===== src/rtl/mem_arbiter.sv =====
// Shares one single-port memory between the instruction-fetch and data ports, one access outstanding.
// Latency: grant is combinational with m_gnt; response is forwarded combinationally in the m_rvalid cycle.
// Backpressure: requesters hold until their gnt; a withheld m_gnt simply re-arbitrates in the next cycle.
module mem_arbiter #(
    parameter int unsigned STARVE_MAX = 4,
    parameter int unsigned TIMEOUT    = 64,
    parameter logic [31:0] ERR_DATA   = 32'hDEAD_BEEF
) (
    input  logic        clk,
    input  logic        rst_n,
    input  logic        i_req,
    input  logic [31:0] i_addr,
    output logic        i_gnt,
    output logic        i_rvalid,
    output logic [31:0] i_rdata,
    input  logic        d_req,
    input  logic [31:0] d_addr,
    input  logic [31:0] d_wdata,
    input  logic [3:0]  d_be,
    input  logic        d_we,
    output logic        d_gnt,
    output logic        d_rvalid,
    output logic [31:0] d_rdata,
    output logic        m_req,
    output logic [31:0] m_addr,
    output logic [31:0] m_wdata,
    output logic [3:0]  m_be,
    output logic        m_we,
    input  logic        m_gnt,
    input  logic        m_rvalid,
    input  logic [31:0] m_rdata,
    output logic        err
);
    localparam int unsigned SW = $clog2(STARVE_MAX + 1);
    localparam int unsigned TW = $clog2(TIMEOUT);

    typedef enum logic [1:0] {IDLE, WAIT_I, WAIT_D} state_t;

    state_t          state, state_nxt;
    logic [SW-1:0]   starve_cnt, starve_nxt;
    logic [TW-1:0]   to_cnt, to_nxt;
    logic            i_win;
    logic            expired;
    logic [31:0]     rsp_data;
    logic            m_req_c, i_gnt_c, d_gnt_c, i_rvalid_c, d_rvalid_c;

    // Fetch wins only when data is idle or fetch has waited out STARVE_MAX data wins in a row.
    assign i_win   = i_req && (!d_req || (starve_cnt == SW'(STARVE_MAX)));
    assign expired = (to_cnt == TW'(TIMEOUT - 1));
    // A real response in the expiry cycle beats the timeout.
    assign rsp_data = m_rvalid ? m_rdata : ERR_DATA;

    // Handshake-visible outputs are held low for the whole time reset is asserted.
    assign m_req    = m_req_c    & rst_n;
    assign i_gnt    = i_gnt_c    & rst_n;
    assign d_gnt    = d_gnt_c    & rst_n;
    assign i_rvalid = i_rvalid_c & rst_n;
    assign d_rvalid = d_rvalid_c & rst_n;

    // State, starvation and timeout registers.
    always_ff @(posedge clk or negedge rst_n) begin
        if (!rst_n) begin
            state      <= IDLE;
            starve_cnt <= '0;
            to_cnt     <= '0;
        end else begin
            state      <= state_nxt;
            starve_cnt <= starve_nxt;
            to_cnt     <= to_nxt;
        end
    end

    // Arbitration, memory request muxing and response/timeout routing.
    always_comb begin
        state_nxt  = state;
        starve_nxt = starve_cnt;
        to_nxt     = to_cnt;
        m_req_c    = 1'b0;
        m_addr     = '0;
        m_wdata    = '0;
        m_be       = '0;
        m_we       = 1'b0;
        i_gnt_c    = 1'b0;
        d_gnt_c    = 1'b0;
        i_rvalid_c = 1'b0;
        d_rvalid_c = 1'b0;
        i_rdata    = '0;
        d_rdata    = '0;
        err        = 1'b0;
        case (state)
            IDLE: begin
                if (i_req || d_req) begin
                    m_req_c = 1'b1;
                    if (i_win) begin
                        m_addr  = i_addr;
                        m_be    = 4'hF;
                        i_gnt_c = m_gnt;
                    end else begin
                        m_addr  = d_addr;
                        m_wdata = d_wdata;
                        m_be    = d_be;
                        m_we    = d_we;
                        d_gnt_c = m_gnt;
                    end
                    if (m_gnt) begin
                        state_nxt = i_win ? WAIT_I : WAIT_D;
                        to_nxt    = '0;
                        // Only a data win over a waiting fetch counts towards starvation.
                        if (i_win || !i_req) begin
                            starve_nxt = '0;
                        end else if (starve_cnt != SW'(STARVE_MAX)) begin
                            starve_nxt = starve_cnt + 1'b1;
                        end
                    end
                end
            end
            WAIT_I, WAIT_D: begin
                if (m_rvalid || expired) begin
                    state_nxt = IDLE;
                    err       = !m_rvalid;
                    if (state == WAIT_I) begin
                        i_rvalid_c = 1'b1;
                        i_rdata    = rsp_data;
                    end else begin
                        d_rvalid_c = 1'b1;
                        d_rdata    = rsp_data;
                    end
                end else begin
                    to_nxt = to_cnt + 1'b1;
                end
            end
            default: state_nxt = IDLE;
        endcase
    end
endmodule


===== config.mk =====
export PLATFORM = sky130hd
export DESIGN_NAME = mem_arbiter
export DESIGN_NICKNAME = d
export VERILOG_FILES = /design/src/rtl/mem_arbiter.sv
export SDC_FILE = /design/constraint.sdc
export NUM_CORES = 1
export LEC_CHECK = 0
export BUFFER_PORTS_ARGS = -buffer_cell sky130_fd_sc_hd__buf_2
export CAP_MARGIN = 20
export CORE_AREA = 2 2 107 109
export DETAILED_ROUTE_END_ITERATION = 6
export DIE_AREA = 0 0 109 111
export MAX_ROUTING_LAYER = met4
export PLACE_DENSITY = 0.56
export SLEW_MARGIN = 10
export SYNTH_ARGS = -nofsm -noshare
export SYNTH_HDL_FRONTEND = slang
export SYNTH_SLANG_ARGS = --single-unit

===== constraint.sdc =====
create_clock -name clk -period 4.2 [get_ports clk]
set_clock_uncertainty 0.05 [all_clocks]
set_input_delay 0.84 -clock clk [delete_from_list [all_inputs] [get_ports clk]]
set_output_delay 0.84 -clock clk [all_outputs]
set_load 0.1 [all_outputs]

==> impl_metrics.csv, run 1 <==
group,metric,value,unit
synthesis,async_flop_share,100.0,%
worst_setup_path,r2r-start,"state[0]$_DFFE_PN0P_",
clock_tree,h-tree-depth,1,
synthesis,ys_seq_elements,11,
grt,grt_pass1_vias,2767,
clock_tree,cts-root-buf,"clkbuf_16",
clock_tree,clockBufferDepth,2,
worst_setup_path,rr_endpoint,"to_cnt[3]$_DFFE_PN0P_",
place,port_buffers,277,
grt,met2_usage,23.48,%
worst_setup_path,critPathKind,"register to output pin",
die,start_util,18.08,%
drt,ant_nets,0,
worst_setup_path,reg2reg_depth,6,
synthesis,synth_cell_types,38,
clock_tree,cts_setup_buffers,0,
drt,via_count,3185,
timing,setup_violations,0,
clock_tree,clk-insertion-delay-late,240,ps
grt,gr-max-usage-layer,"met2",
layout,area_growth,100.4,%
clock_tree,holdBufCountCts,0,
worst_setup_path,rrSetupSlack,2070,ps
clock_tree,cts.clk_slew.worst_paths,50,ps
timing,fin_crit,3546,ps
worst_setup_path,required,3310,ps
worst_setup_path,crit_slowest_cell,"or2_1",
grt,grt-ovfl-total,0,
run,maxCapViolCount,0,
die,die_x,109,µm
layout,final_cell_mix,"buf_2, nand2_1, nor2_1",
drt,drc,0,
timing,slew_violations,0,
layout,nets,753,
worst_setup_path,path_delay_family,"simple AND/OR/NAND/NOR gates",
timing,relSlewSlack,42.20,%
synthesis,synth_fp_nets,495,
synthesis,synth.avg_cell_area,5.707,µm²
clock_tree,clock_sinks,11,
grt,grt_usage,13.90,%
die,ios,278,
synthesis,netlist_instances,351,
drt,viasPerCell,4.241,
timing,setup_tns,0,ps
worst_setup_path,cp.arrival,2660,ps
layout,drive_gt1_share,47.86,%
worst_setup_path,worstPathCellList,"inv_1 -> ha_1 -> nand2b_1 -> or2_1 -> nor2_1 -> buf_2",
grt,met3_usage,2.352,%
drt,drtPass1Iterations,4,
synthesis,syn-cell-area,0.002003,mm²
clock_tree,numCtsBuffers,3,
drt,wl_per_cell,12.23,µm
timing,finalHoldViolCount,0,
clock_tree,ctsResizeCount,0,
synthesis,synth_flop_cell,"dfrtp_1",
worst_setup_path,cp_max_fo,25,
worst_setup_path,start_kind,"register",
timing,worst_slew_pin_slew,867.0,ps
grt,grtUsageMet1,16.15,%
min_path,hold_class,"input port to asynchronous set/reset pin",
drt,drt_iter0_markers,142,
outcome,status,"completed",
layout,nFillCells,1179,
drt,totalWireLength,9183,µm
worst_setup_path,max_stage_delay,620,ps
die,die_area,0.01210,mm²
die,core.rowCount,39,
synthesis,synth_edf_count,0,
clock_tree,cts_tree,"yes",
timing,rsz0062_at_grt,"no",
place,hpwlAfterDp,7583,µm
synthesis,synth_warnings,0,
layout,layout_commonest_cell,"buf_2",
layout,antenna_cells,0,
timing,finalCritPeriodShare,84.43,%
grt,grt_pass1_wl,13250,µm
synthesis,ys_seq_area_share,13.74,%
die,design.core.area,0.01108,mm²
worst_setup_path,cp-end-kind,"output pin",
grt,grt_max_degree,39,
die,fp.dieH,111,µm
grt,antenna_found_initial,0,
worst_setup_path,crit_buf_inv,2,
place,gp_congestion,0.8583,
timing,fmax,0.2820,GHz
[worst reg2reg max path: stages, from the launching register on]
cell	delay, ps
dfrtp_1	340
inv_1	60
ha_1	450
nor2b_4	250
a21boi_0	510
and2_1	210
o221ai_1	110
[kinds of logic after synthesis]
| logic type | count (synthesis) | share of synthesized area (%) |
|---|---|---|
| adders and majority gates | 5 | 3.123 |
| buffers and inverters | 35 | 10.12 |
| DFF | 11 | 13.74 |
| and+or+nand+nor | 240 | 55.34 |
| muxes | 1 | 0.4997 |
| AOI/OAI and AO/OA | 59 | 17.18 |
[synthesized netlist by cell type, drive strengths merged, types with 3 or more instances]
cell type	number	area share (%)
ha	5	3.1
nand2b	3	0.94
clkbuf	7	1.3
and2	34	11
nor2b	25	8.2
a21oi	35	8.9
nor2	78	15
o21ai	8	2.0
a31oi	5	1.6
dfrtp	11	14
buf	20	7.3
nand3	6	1.5
inv	8	1.5
nand2	84	16
a21boi	3	1.3
[sequential cells by signal (all words and copies together) (netlist names)]
register / cells
state: 2
to_cnt: 6
starve_cnt: 3
[how the worst max path moves through the flow]
stage | start | to | slack [ps] | cells past startpoint
after floorplan | d_req | m_addr[26] | 210 | 5
after global placement | m_rvalid | i_rdata[0] | 720 | 5
after detailed placement | m_rvalid | d_rdata[10] | 710 | 5
after CTS | state[0]$_DFFE_PN0P_ | d_rdata[10] | 620 | 6
after global routing | state[0]$_DFFE_PN0P_ | d_rdata[10] | 440 | 6
final | state[0]$_DFFE_PN0P_ | d_rdata[10] | 650 | 6
[metrics by stage]
step	instances	setup slack, ps	cell area [µm²]	hold WS, ps	util [%]
6_report	751	654.1	4015	431.8	36.25
5_1_grt	751	441.4	4015	457.7	36.25
4_1_cts	751	617.3	4015	444.1	36.25
3_5_place_dp	747	711.0	3935	433.6	35.52
2_1_floorplan	351	206.6	2008	415.8	-
3_3_place_gp	747	715.7	3935	426.1	35.52
[layout make-up]
type,instances,area [µm²],area share (%)
clock buffers,3,75.07,1.870
clock inverters,1,5.005,0.1246
inverters,8,30.03,0.7479
multi-input cells,305,1534,38.21
flip-flops and latches,11,275.3,6.856
well taps,143,178.9,4.456
repair buffers,280,1917,47.74
[layer usage]
layer,share of wire [%],vias to the layer above
met1,40,1355
met4,2.9,0
met3,9.5,18
li1,-,1634
met2,48,178
met5,0,-
Power of run 1 is left out: the tool's default activity adds up to more than one toggle a clock period on the data nets, which glitch-free logic cannot reach.
==> run 2: changes to the inputs <==
--- a/config.mk
+++ b/config.mk
@@ -7,11 +7,11 @@
 export LEC_CHECK = 0
 export BUFFER_PORTS_ARGS = -buffer_cell sky130_fd_sc_hd__buf_2
 export CAP_MARGIN = 20
-export CORE_AREA = 2 2 107 109
+export CORE_AREA = 2 2 108 110
 export DETAILED_ROUTE_END_ITERATION = 6
-export DIE_AREA = 0 0 109 111
+export DIE_AREA = 0 0 110 112
 export MAX_ROUTING_LAYER = met4
-export PLACE_DENSITY = 0.56
+export PLACE_DENSITY = 0.57
 export SLEW_MARGIN = 10
 export SYNTH_ARGS = -nofsm -noshare
 export SYNTH_HDL_FRONTEND = slang
==> constraint.sdc (replaced) <==
create_clock -name clk -period 3 [get_ports clk]
set_clock_uncertainty 0.05 [all_clocks]
set_input_delay 0.6 -clock clk [delete_from_list [all_inputs] [get_ports clk]]
set_output_delay 0.6 -clock clk [all_outputs]
set_load 0.1 [all_outputs]
==> run 2 against run 1 <==
Die area up 1.8%. Clock-buffer cell count unchanged. Critical path depth up 1. Non-clock buffer count up 9. Register-to-register slack worse by 1000 ps. Wire length up 6.5%. Sequential cell count unchanged. Highest routed layer unchanged.
==> impl_metrics.csv, run 2 (same netlist as run 1, synthesis figures left out) <==
group,metric,value,unit
timing,setup_violations,0,
place,hpwlAfterDp,8392,µm
worst_setup_path,cp-end-kind,"output pin",
clock_tree,clock_sinks,11,
layout,area_growth,175.6,%
die,core.rowCount,39,
layout,largestRegisters,"to_cnt: 6 flops, starve_cnt: 3 flops, state: 2 flops",
grt,antenna_found_initial,1,
layout,drive_gt1_share,59.97,%
timing,finalCritPeriodShare,91.70,%
clock_tree,holdBufCountCts,0,
clock_tree,cts-root-buf,"clkbuf_16",
place,port_buffers,277,
drt,drtPass1Iterations,4,
clock_tree,numCtsBuffers,3,
worst_setup_path,cp_max_fo,24,
die,start_util,17.93,%
worst_setup_path,max_stage_delay,430,ps
grt,grt_max_degree,39,
layout,nets,762,
drt,ant_nets,0,
worst_setup_path,r2r-start,"state[0]$_DFFE_PN0P_",
grt,grt_usage,15.74,%
timing,slew_violations,0,
layout,largest_reg_flops,6,
drt,via_count,3271,
clock_tree,ctsResizeCount,0,
timing,finalHoldViolCount,0,
layout,nFillCells,1042,
timing,fmax,0.3635,GHz
timing,rsz0062_at_grt,"no",
worst_setup_path,start_kind,"register",
die,design.core.area,0.01117,mm²
die,ios,278,
worst_setup_path,reg2reg_depth,7,
layout,seqCellArea,275.3,µm²
place,gp_congestion,0.7793,
grt,grt-ovfl-total,0,
clock_tree,cts_tree,"yes",
clock_tree,cts_setup_buffers,0,
drt,viasPerCell,4.298,
worst_setup_path,cp.arrival,2100,ps
worst_setup_path,required,2350,ps
outcome,status,"completed",
die,fp.dieH,112,µm
worst_setup_path,rr_endpoint,"to_cnt[5]$_DFFE_PN0P_",
worst_setup_path,crit_buf_inv,3,
grt,grt_pass1_wl,15060,µm
grt,grt_pass1_vias,3157,
drt,drc,0,
worst_setup_path,path_delay_family,"buffers and inverters",
worst_setup_path,critPathKind,"register to output pin",
timing,relSlewSlack,60.20,%
timing,fin_crit,2751,ps
clock_tree,h-tree-depth,1,
worst_setup_path,rrSetupSlack,1030,ps
timing,worst_slew_pin_slew,597.0,ps
run,maxCapViolCount,0,
worst_setup_path,worstPathCellList,"inv_1 -> ha_1 -> nand2_1 -> or2_1 -> buf_4 -> nor2_2 -> buf_2",
clock_tree,cts.clk_slew.worst_paths,50,ps
drt,wl_per_cell,12.86,µm
min_path,hold_class,"input port to asynchronous set/reset pin",
layout,regMostFlops,"to_cnt",
layout,layout_commonest_cell,"buf_2",
layout,final_cell_mix,"buf_2, buf_12, nand2_1",
worst_setup_path,crit_slowest_cell,"buf_2",
drt,totalWireLength,9784,µm
drt,drt_iter0_markers,191,
die,die_area,0.01232,mm²
clock_tree,clk-insertion-delay-late,240,ps
layout,multiInputGateArea,0.001757,mm²
clock_tree,clockBufferDepth,2,
timing,holdWs,133.6,ps
die,die_x,110,µm
==> run 2: changes by cell type in the layout (fill, tap and decap cells not counted), sizes merged <==
cell	change
buf	+9
diode	+1
==> run 2: worst max path at each step <==
stage,slack (ps),endpoint,start,depth (start not counted)
4_1_cts,220,i_rdata[28],state[1]$_DFFE_PN0P_,7
5_1_grt,80,i_rdata[28],state[0]$_DFFE_PN0P_,7
6_report,250,i_rdata[30],state[1]$_DFFE_PN0P_,7
3_3_place_gp,410,m_wdata[17],d_req,7
2_1_floorplan,-410,d_rdata[0],state[0]$_DFFE_PN0P_,9
3_5_place_dp,390,m_addr[20],d_req,7
==> run 2: layout make-up <==
cell class                      count  share of cell area (%)
Antenna cell                        1                 0.04532
Clock inverter                      1                 0.09064
Inverter                            8                  0.5438
Sequential cell                    11                   4.985
Clock buffer                        3                   1.360
Tap cell                          143                   3.240
Timing Repair Buffer              289                   57.92
Multi-Input combinational cell    305                   31.81
==> run 2: worst reg2reg max path: cells and delay by family, from the launching register on <==
kind                     cells  cell delay, ps
AO/OA/AOI/OAI                3             640
adder cells (fa/ha/maj)      1             230
AND/OR/NAND/NOR              1             280
buffers and inverters        2             260
flip-flops                   1             370
==> run 2: through the flow <==
stage	setup WS [ps]	utilization [%]	area (µm²)	std cells	TNS, ps
floorplan	-406.0	-	2223	351	-10200
global placement	405.1	48.67	5439	756	0
detailed placement	394.6	48.67	5439	756	0
CTS	222.3	49.39	5519	760	0
global route	82.61	49.41	5522	761	0
finish	249.0	49.41	5522	761	0
==> run 2: layer usage <==
layer | global-route usage, % | wire, µm | vias up
li1 | - | - | 1652
met1 | 16.00 | 3479 | 1459
met2 | 30.22 | 5303 | 155
met3 | 3.571 | 937 | 5
met4 | 2.785 | 64 | 0
met5 | - | 0 | -
Power of run 2 is left out for the same reason.
